--- config.mk ---
export PLATFORM = sky130hd
export DESIGN_NAME = ping_ctrl
export DESIGN_NICKNAME = d
export VERILOG_FILES = /design/src/rtl/ping_ctrl.sv
export SDC_FILE = /design/constraint.sdc
export NUM_CORES = 1
export LEC_CHECK = 0
export BUFFER_PORTS_ARGS = -buffer_cell sky130_fd_sc_hd__buf_2
export CELL_PAD_IN_SITES_DETAIL_PLACEMENT = 2
export CELL_PAD_IN_SITES_GLOBAL_PLACEMENT = 2
export CORE_AREA = 2 2 118 63
export CTS_CLUSTER_SIZE = 20
export DETAILED_ROUTE_END_ITERATION = 10
export DIE_AREA = 0 0 120 65
export PLACE_DENSITY_LB_ADDON = 0.1
export SLEW_MARGIN = 10
export SYNTH_ARGS = -nofsm -noshare
export SYNTH_HDL_FRONTEND = slang
export SYNTH_SLANG_ARGS = --single-unit
--- constraint.sdc ---
create_clock -name clk -period 1.8 [get_ports clk]
set_clock_uncertainty 0.2 [all_clocks]
set_input_delay 0.18 -clock clk [delete_from_list [all_inputs] [get_ports clk]]
set_output_delay 0.18 -clock clk [all_outputs]
set_load 0.05 [all_outputs]
--- src/rtl/ping_ctrl.sv ---
`default_nettype none
// +------------------------------------------------------------------------+
// | Module   : ping_ctrl                                                   |
// | Brief    : Ultrasonic ping sequencer: trigger pulse, echo wait, echo   |
// |            width measured in 1 us ticks. Optional macro PING_AUTO_EN   |
// |            makes measurements repeat free-running.                     |
// | Revision : 1.0 - initial release                                       |
// +------------------------------------------------------------------------+
module ping_ctrl #(
    parameter int unsigned TRIG_US    = 10,
    parameter int unsigned TIMEOUT_US = 30000,
    parameter int unsigned HOLDOFF_US = 60000
) (
    input  logic        clk,
    input  logic        reset,
    input  logic        tick,
    input  logic        start,
    input  logic        echo,
    output logic        trig,
    output logic        busy,
    output logic        done,
    output logic        timeout,
    output logic [15:0] width
);

    localparam logic [2:0] S_IDLE      = 3'd0;
    localparam logic [2:0] S_TRIG      = 3'd1;
    localparam logic [2:0] S_WAIT_RISE = 3'd2;
    localparam logic [2:0] S_MEASURE   = 3'd3;
    localparam logic [2:0] S_HOLDOFF   = 3'd4;

    localparam logic [15:0] c_trig_last    = 16'(TRIG_US - 1);
    localparam logic [15:0] c_timeout_last = 16'(TIMEOUT_US - 1);
    localparam logic [15:0] c_holdoff_last = 16'(HOLDOFF_US - 1);
    localparam logic [15:0] c_cnt_max      = 16'hFFFF;

    logic        r_echo_meta;
    logic        r_echo_s;
    logic [2:0]  r_state;
    logic [15:0] r_cnt;
    logic        r_trig;
    logic        r_busy;
    logic        r_done;
    logic        r_timeout;
    logic [15:0] r_width;

    logic [2:0]  w_state_nxt;
    logic        w_cnt_inc;
    logic        w_report;
    logic        w_timeout_nxt;
    logic [15:0] w_width_nxt;
    logic        w_go;

`ifdef PING_AUTO_EN
    // start is still honoured, but auto arming already leaves IDLE at once
    assign w_go = start | 1'b1;
`else
    assign w_go = start;
`endif

    always_comb begin
        w_state_nxt   = r_state;
        w_cnt_inc     = tick;
        w_report      = 1'b0;
        w_timeout_nxt = 1'b0;
        w_width_nxt   = r_cnt;
        case (r_state)
            S_IDLE: begin
                if (w_go) w_state_nxt = S_TRIG;
            end
            S_TRIG: begin
                if (tick && r_cnt == c_trig_last) w_state_nxt = S_WAIT_RISE;
            end
            S_WAIT_RISE: begin
                // a stale high echo on entry counts as a rise
                if (r_echo_s) begin
                    w_state_nxt = S_MEASURE;
                end else if (tick && r_cnt == c_timeout_last) begin
                    w_state_nxt   = S_HOLDOFF;
                    w_report      = 1'b1;
                    w_timeout_nxt = 1'b1;
                    w_width_nxt   = c_cnt_max;
                end
            end
            S_MEASURE: begin
                w_cnt_inc = tick & r_echo_s;
                // echo fall is checked first so it wins over a coincident timeout
                if (!r_echo_s) begin
                    w_state_nxt = S_HOLDOFF;
                    w_report    = 1'b1;
                end else if (tick && r_cnt == c_timeout_last) begin
                    w_state_nxt   = S_HOLDOFF;
                    w_report      = 1'b1;
                    w_timeout_nxt = 1'b1;
                    w_width_nxt   = c_cnt_max;
                end
            end
            S_HOLDOFF: begin
                if (tick && r_cnt == c_holdoff_last) begin
`ifdef PING_AUTO_EN
                    w_state_nxt = S_TRIG;
`else
                    w_state_nxt = S_IDLE;
`endif
                end
            end
            default: w_state_nxt = S_IDLE;
        endcase
    end

    always_ff @(posedge clk) begin
        if (reset) begin
            r_echo_meta <= 1'b0;
            r_echo_s    <= 1'b0;
            r_state     <= S_IDLE;
            r_cnt       <= 16'd0;
            r_trig      <= 1'b0;
            r_busy      <= 1'b0;
            r_done      <= 1'b0;
            r_timeout   <= 1'b0;
            r_width     <= 16'd0;
        end else begin
            r_echo_meta <= echo;
            r_echo_s    <= r_echo_meta;
            r_state     <= w_state_nxt;
            if (w_state_nxt != r_state) begin
                r_cnt <= 16'd0;
            end else if (w_cnt_inc && r_cnt != c_cnt_max) begin
                r_cnt <= r_cnt + 16'd1;
            end
            r_trig <= (w_state_nxt == S_TRIG);
            r_busy <= (w_state_nxt != S_IDLE);
            r_done <= w_report;
            if (w_report) begin
                r_width   <= w_width_nxt;
                r_timeout <= w_timeout_nxt;
            end
        end
    end

    assign trig    = r_trig;
    assign busy    = r_busy;
    assign done    = r_done;
    assign timeout = r_timeout;
    assign width   = r_width;

endmodule
`default_nettype wire
==> flow_metrics.py, run 1 <==
metrics = {
    "outcome": {
        "status": "finished, violations left",
        "failed_checks": "setup timing",
    },
    "cells_and_area": {
        "final_cell_mix": "63 x buf_4, 32 x dfxtp_1, 28 x nor2_1",
        "nets": 337,
        "final_cell_area_um2": 3340,
        "multi_input_comb_area_um2": 1460,
        "regArea_um2": 840,
        "drive_above_1_share_pct": 57.7,
        "antenna_cells": 0,
        "area_delta_synth_final_pct": 63.1,
        "final_common_cell": "buf_4",
        "fillers": 739,
    },
    "cts": {
        "cts_tree": "yes",
        "root_buffer": "clkbuf_16",
        "cts-buffers-inserted": 5,
        "cts_buffer_depth": 2,
        "h-tree-depth": 2,
        "clkLatencyLatePin_ns": 0.30,
        "clock-sinks": 41,
        "clk_pin_slew_worst_paths_ns": 0.07,
    },
    "detailed_routing": {
        "dr.pass1.iters": 4,
        "ant_nets": 0,
        "dr_total_vias": 2222,
        "wl_um": 9920,
        "wl_per_cell_um": 23.2,
        "drtIter0Drc": 82,
        "post-route-drc-count": 0,
        "viasPerCell": 5.20,
    },
    "global_routing": {
        "overflow": 0,
        "grt_pass1_wl_um": 12600,
        "antenna_found_initial": 0,
        "grt_pass1_vias": 2308,
        "gr-usage-all-layers_pct": 21.8,
        "grt_max_degree": 17,
    },
    "timing": {
        "min_period_ns": 2.31,
        "setup_violations": 39,
        "maxSlewHeadroom_pct": 72.4,
        "slew_viol_final": 0,
        "hold_violations": 0,
        "fin_setup_tns_ns": -15.10,
        "finalCritPeriodShare_pct": 128,
        "worst_slack_ns": -0.507,
        "tightest_slew_ns": 0.410,
        "fmax_ghz": 0.434,
        "rsz0062_at_grt": "yes",
    },
    "worst_setup_path": {
        "ff2ff_path_depth": 9,
        "r2r_slack_ns": -0.51,
        "setup.worst_path.start_class": "flip-flop",
        "worstReg2RegStart": "r_cnt[1]",
        "crit_arrival_ns": 2.29,
        "critPathLaunch": "r_cnt[1]",
        "worstReg2RegEnd": "r_cnt[9]",
        "critPathKind": "reg2reg",
        "crit_fanout": 8,
        "critPathRequiredTime_ns": 1.78,
        "crit_end": "r_cnt[9]",
        "worst_setup_path_end_kind": "flip-flop",
    },
    "logic_synthesis": {
        "yosys_warnings": 0,
        "yosys.area.top_type": "dfxtp_1",
        "seq_area_frac_synth_pct": 40.1,
        "syn_inst": 241,
        "ys_types": 48,
        "ys.flop_type": "dfxtp_1",
        "syn_area_um2": 2050,
        "synth_fp_nets": 248,
        "synth_edf_count": 0,
        "ys_ff_latch": 41,
        "avgSynthCellArea_um2": 8.49,
        "synth_top_area_share_pct": 40.1,
        "yosys-top-cells-area": "dfxtp_1 40%, nor2_1 8.1%, nor3_2 4.4%",
        "async_flop_share_pct": 0,
    },
    "floorplanning": {
        "die_height_um": 65,
        "ios": 25,
        "core_um2": 6910,
        "start_util_pct": 29.6,
        "die_area_um2": 7800,
        "die_w_um": 120,
        "num_rows": 22,
    },
    "power_and_ir_drop": {
        "power_density_nw_per_um2": 621,
        "peakVddDrop_mv": 0.300,
        "power.leakage_nw": 1.35,
    },
    "place": {
        "post-dp-hpwl_um": 5740,
        "place.gp.congestion": 0.784,
        "port_buffers": 24,
        "place_area_um2": 2670,
    },
    "run": {
        "drv_cap": 0,
    },
    "worst_hold_path": {
        "hold_class": "in2reg",
    },
}
## metrics by stage
step / setup slack, ns / utilization, % / std cells / hold slack [ns] / power, mW
5_1_grt: -0.603 / 48.3 / 427 / 0.158 / 2.15
4_1_cts: -0.296 / 43.6 / 416 / 0.135 / 2.02
6_report: -0.507 / 48.3 / 427 / 0.151 / 2.07
3_5_place_dp: -0.425 / 38.6 / 402 / 0.228 / 1.08
2_1_floorplan: -0.128 / - / 241 / 0.108 / 1.02
3_3_place_gp: -0.377 / 38.6 / 402 / 0.199 / 1.08
## sequential cells by signal, summed over array words and instances, names as in the netlist
| register | count |
|---|---|
| width | 16 |
| trig | 1 |
| busy | 1 |
| r_echo_s | 1 |
| r_state | 3 |
| r_echo_meta | 1 |
| r_cnt | 16 |
| done | 1 |
| timeout | 1 |
## power by group
part	leakage, nW	total [mW]	internal, mW	switching [mW]
clock	0.0702	0.942	0.517	0.425
sequential	0.337	0.927	0.916	0.0112
combinational	0.940	0.202	0.0772	0.125
## area by class of cell
cell class                      instances  share of cell area (%)
Sequential cell                        41                    25.2
Clock inverter                          3                   0.637
Timing Repair Buffer                   98                    22.6
Multi-Input combinational cell        179                    43.7
Clock buffer                            5                    3.75
Tap cell                               96                    3.60
Inverter                                5                   0.562
## metal layers
metal	share of wire, %	wire length [µm]	global-route usage [%]	vias to the layer above
li1	-	-	-	1014
met1	46	4540	30.5	1141
met2	48	4750	34.0	56
met3	5.2	513	6.78	11
met4	1.2	116	2.21	0
met5	0	0	0	-
## cell usage after synthesis (4+ instances only)
cell	n
nand4_1	5
nand3_1	12
a211oi_1	5
nor3_1	12
clkbuf_1	6
dfxtp_1	41
o21ai_0	5
nor4_1	7
nor2_2	11
inv_1	5
nor2b_1	4
mux2i_1	4
nand2_1	15
nor3_2	9
nor2_1	44
xor2_1	7
## worst min-delay path by stage
stage,start,endpoint,slack [ns],cells past startpoint
after detailed placement,echo,r_echo_meta,0.23,2
after floorplan,echo,r_echo_meta,0.11,1
after global routing,reset,r_state[1],0.16,3
after CTS,reset,r_state[1],0.13,3
final,reset,r_state[1],0.15,3
after global placement,echo,r_echo_meta,0.20,2
## repair_timing
item	CTS	global route
setup buffers	5	10
hold endpoints to repair	1	0
resized for setup	34	53
gates cloned	0	1
pin swaps	8	17
endpoints found under the setup margin	39	39
hold buffers	1	0
## cell families (layout without fill, tap and decap cells)
logic type      count (synthesis)  in the layout  share of synthesized area, %
mux                             4              4                          1.96
flops                          41             41                          40.1
xor+xnor                        9              9                          3.85
buf+inv                        21            111                          5.75
simple gates                  141            141                          39.1
compound gates                 23             23                          8.01
fa+ha+maj                       2              2                          1.22
## worst max-delay path, cell delays in order, from the launching register on
cell and delay, ns:
dfxtp_4 0.36, ha_4 0.15, and3_4 0.19, nand4_1 0.18, o21ai_4 0.23, buf_6 0.12, a311oi_2 0.08, o21ai_2 0.34
clkbuf_16 0.27, a211oi_2 0.05
(Power assumes the default switching activity.)
==> run 2: changes to the inputs <==
==> constraint.sdc (replaced) <==
create_clock -name clk -period 1.8 [get_ports clk]
set_clock_uncertainty 0.2 [all_clocks]
set_input_delay 0.36 -clock clk [delete_from_list [all_inputs] [get_ports clk]]
set_output_delay 0.36 -clock clk [all_outputs]
set_load 0.05 [all_outputs]
==> flow_metrics.py, run 2 (synthesis gave the netlist of run 1 again) <==
metrics = {
    "run": {
        "drv_cap": 0,
    },
    "floorplanning": {
        "core_um2": 6910,
        "die_w_um": 120,
        "die_area_um2": 7800,
        "die_height_um": 65,
        "ios": 25,
        "start_util_pct": 29.6,
        "num_rows": 22,
    },
    "timing": {
        "setup_violations": 39,
        "tightest_slew_ns": 0.634,
        "hold_violations": 0,
        "fmax_ghz": 0.446,
        "maxSlewHeadroom_pct": 57.7,
        "whs_ns": 0.0877,
        "rsz0062_at_grt": "yes",
        "slew_viol_final": 0,
        "min_period_ns": 2.24,
        "finalCritPeriodShare_pct": 124,
        "worst_slack_ns": -0.441,
    },
    "detailed_routing": {
        "drtIter0Drc": 83,
        "wl_um": 8110,
        "dr.pass1.iters": 4,
        "dr_total_vias": 2122,
        "post-route-drc-count": 0,
        "ant_nets": 0,
        "wl_per_cell_um": 19.2,
        "viasPerCell": 5.03,
    },
    "cells_and_area": {
        "antenna_cells": 0,
        "utilization_pct": 46.5,
        "drive_above_1_share_pct": 52.8,
        "final_cell_area_um2": 3210,
        "final_common_cell": "buf_4",
        "fillers": 740,
        "nets": 332,
        "area_delta_synth_final_pct": 56.9,
        "final_cell_mix": "61 x buf_4, 41 x nor2_1, 36 x dfxtp_1",
    },
    "worst_hold_path": {
        "hp-start": "echo",
        "hold_class": "in2reg",
        "whs_endpoint": "r_echo_meta",
        "hold-path-cell-count": 2,
    },
    "power_and_ir_drop": {
        "p_comb_share_pct": 7.8,
        "power_density_nw_per_um2": 666,
        "internal_power_mw": 1.64,
        "power.leakage_nw": 1.33,
        "peakVddDrop_mv": 0.313,
        "swShare_pct": 23.3,
        "p_clk_share_pct": 48.8,
        "power.switching_mw": 0.497,
        "seqPwrFrac_pct": 43.4,
    },
    "global_routing": {
        "gr-usage-all-layers_pct": 21.6,
        "grt_pass1_wl_um": 12600,
        "antenna_found_initial": 0,
        "grt_pass1_vias": 2265,
        "overflow": 0,
        "grt_max_degree": 17,
    },
    "cts": {
        "cts-buffers-inserted": 5,
        "clk_pin_slew_worst_paths_ns": 0.06,
        "cts_buffer_depth": 2,
        "cts_tree": "yes",
        "clkLatencyLatePin_ns": 0.29,
        "hold_buffers": 0,
        "clock-sinks": 41,
        "h-tree-depth": 2,
        "root_buffer": "clkbuf_16",
    },
    "worst_setup_path": {
        "crit_arrival_ns": 2.20,
        "setup.worst_path.start_class": "flip-flop",
        "worstReg2RegStart": "r_cnt[0]",
        "crit_fanout": 3,
        "critPathKind": "reg2reg",
        "worst_setup_path_end_kind": "flip-flop",
        "worstReg2RegEnd": "busy",
        "ff2ff_path_depth": 11,
        "r2r_slack_ns": -0.44,
        "critPathRequiredTime_ns": 1.76,
    },
    "place": {
        "place_area_um2": 2700,
        "post-dp-hpwl_um": 5730,
        "place.gp.congestion": 0.763,
        "port_buffers": 24,
    },
    "outcome": {
        "failed_checks": "setup timing",
        "status": "finished, violations left",
    },
}
run 2: layout make-up:
type	count	area, µm²	share of cell area (%)
timing repair buffer	93	693	21.6
inverter	5	18.8	0.585
multi-input combinational	179	1380	42.9
tap	96	120	3.74
sequential	41	832	25.9
clock buffer	6	129	4.01
clock inverter	2	38.8	1.21
run 2: worst max path at each step:
| stage | slack [ns] | end | from | cells past startpoint |
|---|---|---|---|---|
| 3_3_place_gp | -0.42 | r_cnt[5] | r_echo_s | 7 |
| 4_1_cts | -0.36 | r_cnt[10] | r_cnt[1] | 9 |
| 3_5_place_dp | -0.52 | r_cnt[10] | r_cnt[1] | 6 |
| 6_report | -0.44 | busy | r_cnt[0] | 11 |
| 2_1_floorplan | -0.13 | width[10] | r_cnt[0] | 9 |
| 5_1_grt | -0.51 | busy | r_cnt[0] | 11 |
run 2: what timing repair did:
item,4_1_cts,5_1_grt
buffers inserted,3,5
gates cloned,0,0
setup endpoints to repair,39,39
gates resized for setup,26,35
pin swaps,10,16
run 2: metrics by stage:
stage / worst slack, ns / std cells / TNS, ns / power, mW
6_report: -0.441 / 422 / -14.33 / 2.14
5_1_grt: -0.508 / 422 / -17.14 / 2.23
4_1_cts: -0.360 / 417 / -11.43 / 2.15
3_5_place_dp: -0.524 / 406 / -13.14 / 1.09
3_3_place_gp: -0.418 / 406 / -11.79 / 1.09
2_1_floorplan: -0.128 / 241 / -2.89 / 1.02
run 2: per-layer routing:
| metal | up-vias | GRT usage (%) | wire (µm) |
|---|---|---|---|
| met5 | - | 0 | 0 |
| met4 | 0 | 3.53 | 116 |
| met3 | 14 | 5.19 | 404 |
| met2 | 41 | 31.8 | 3470 |
| met1 | 1058 | 32.2 | 4120 |
| li1 | 1009 | - | - |
run 2: worst max-delay path: stages (launching register included):
cell and delay [ns]:
dfxtp_4 0.36, ha_4 0.13, and3_4 0.18, nand4_1 0.15
buf_6 0.19, o21ai_4 0.21, buf_4 0.15, buf_6 0.09
a21oi_2 0.06, o21ai_2 0.16, buf_4 0.15, a31oi_1 0.09
run 2: power by group through the flow:
stage / logic (mW) / registers (mW) / clock network [mW]
2_1_floorplan: 0.0576 / 0.961 / 0
4_1_cts: 0.155 / 0.926 / 1.07
3_3_place_gp: 0.139 / 0.946 / 0
3_5_place_dp: 0.143 / 0.947 / 0
6_report: 0.167 / 0.927 / 1.04
5_1_grt: 0.180 / 0.928 / 1.12
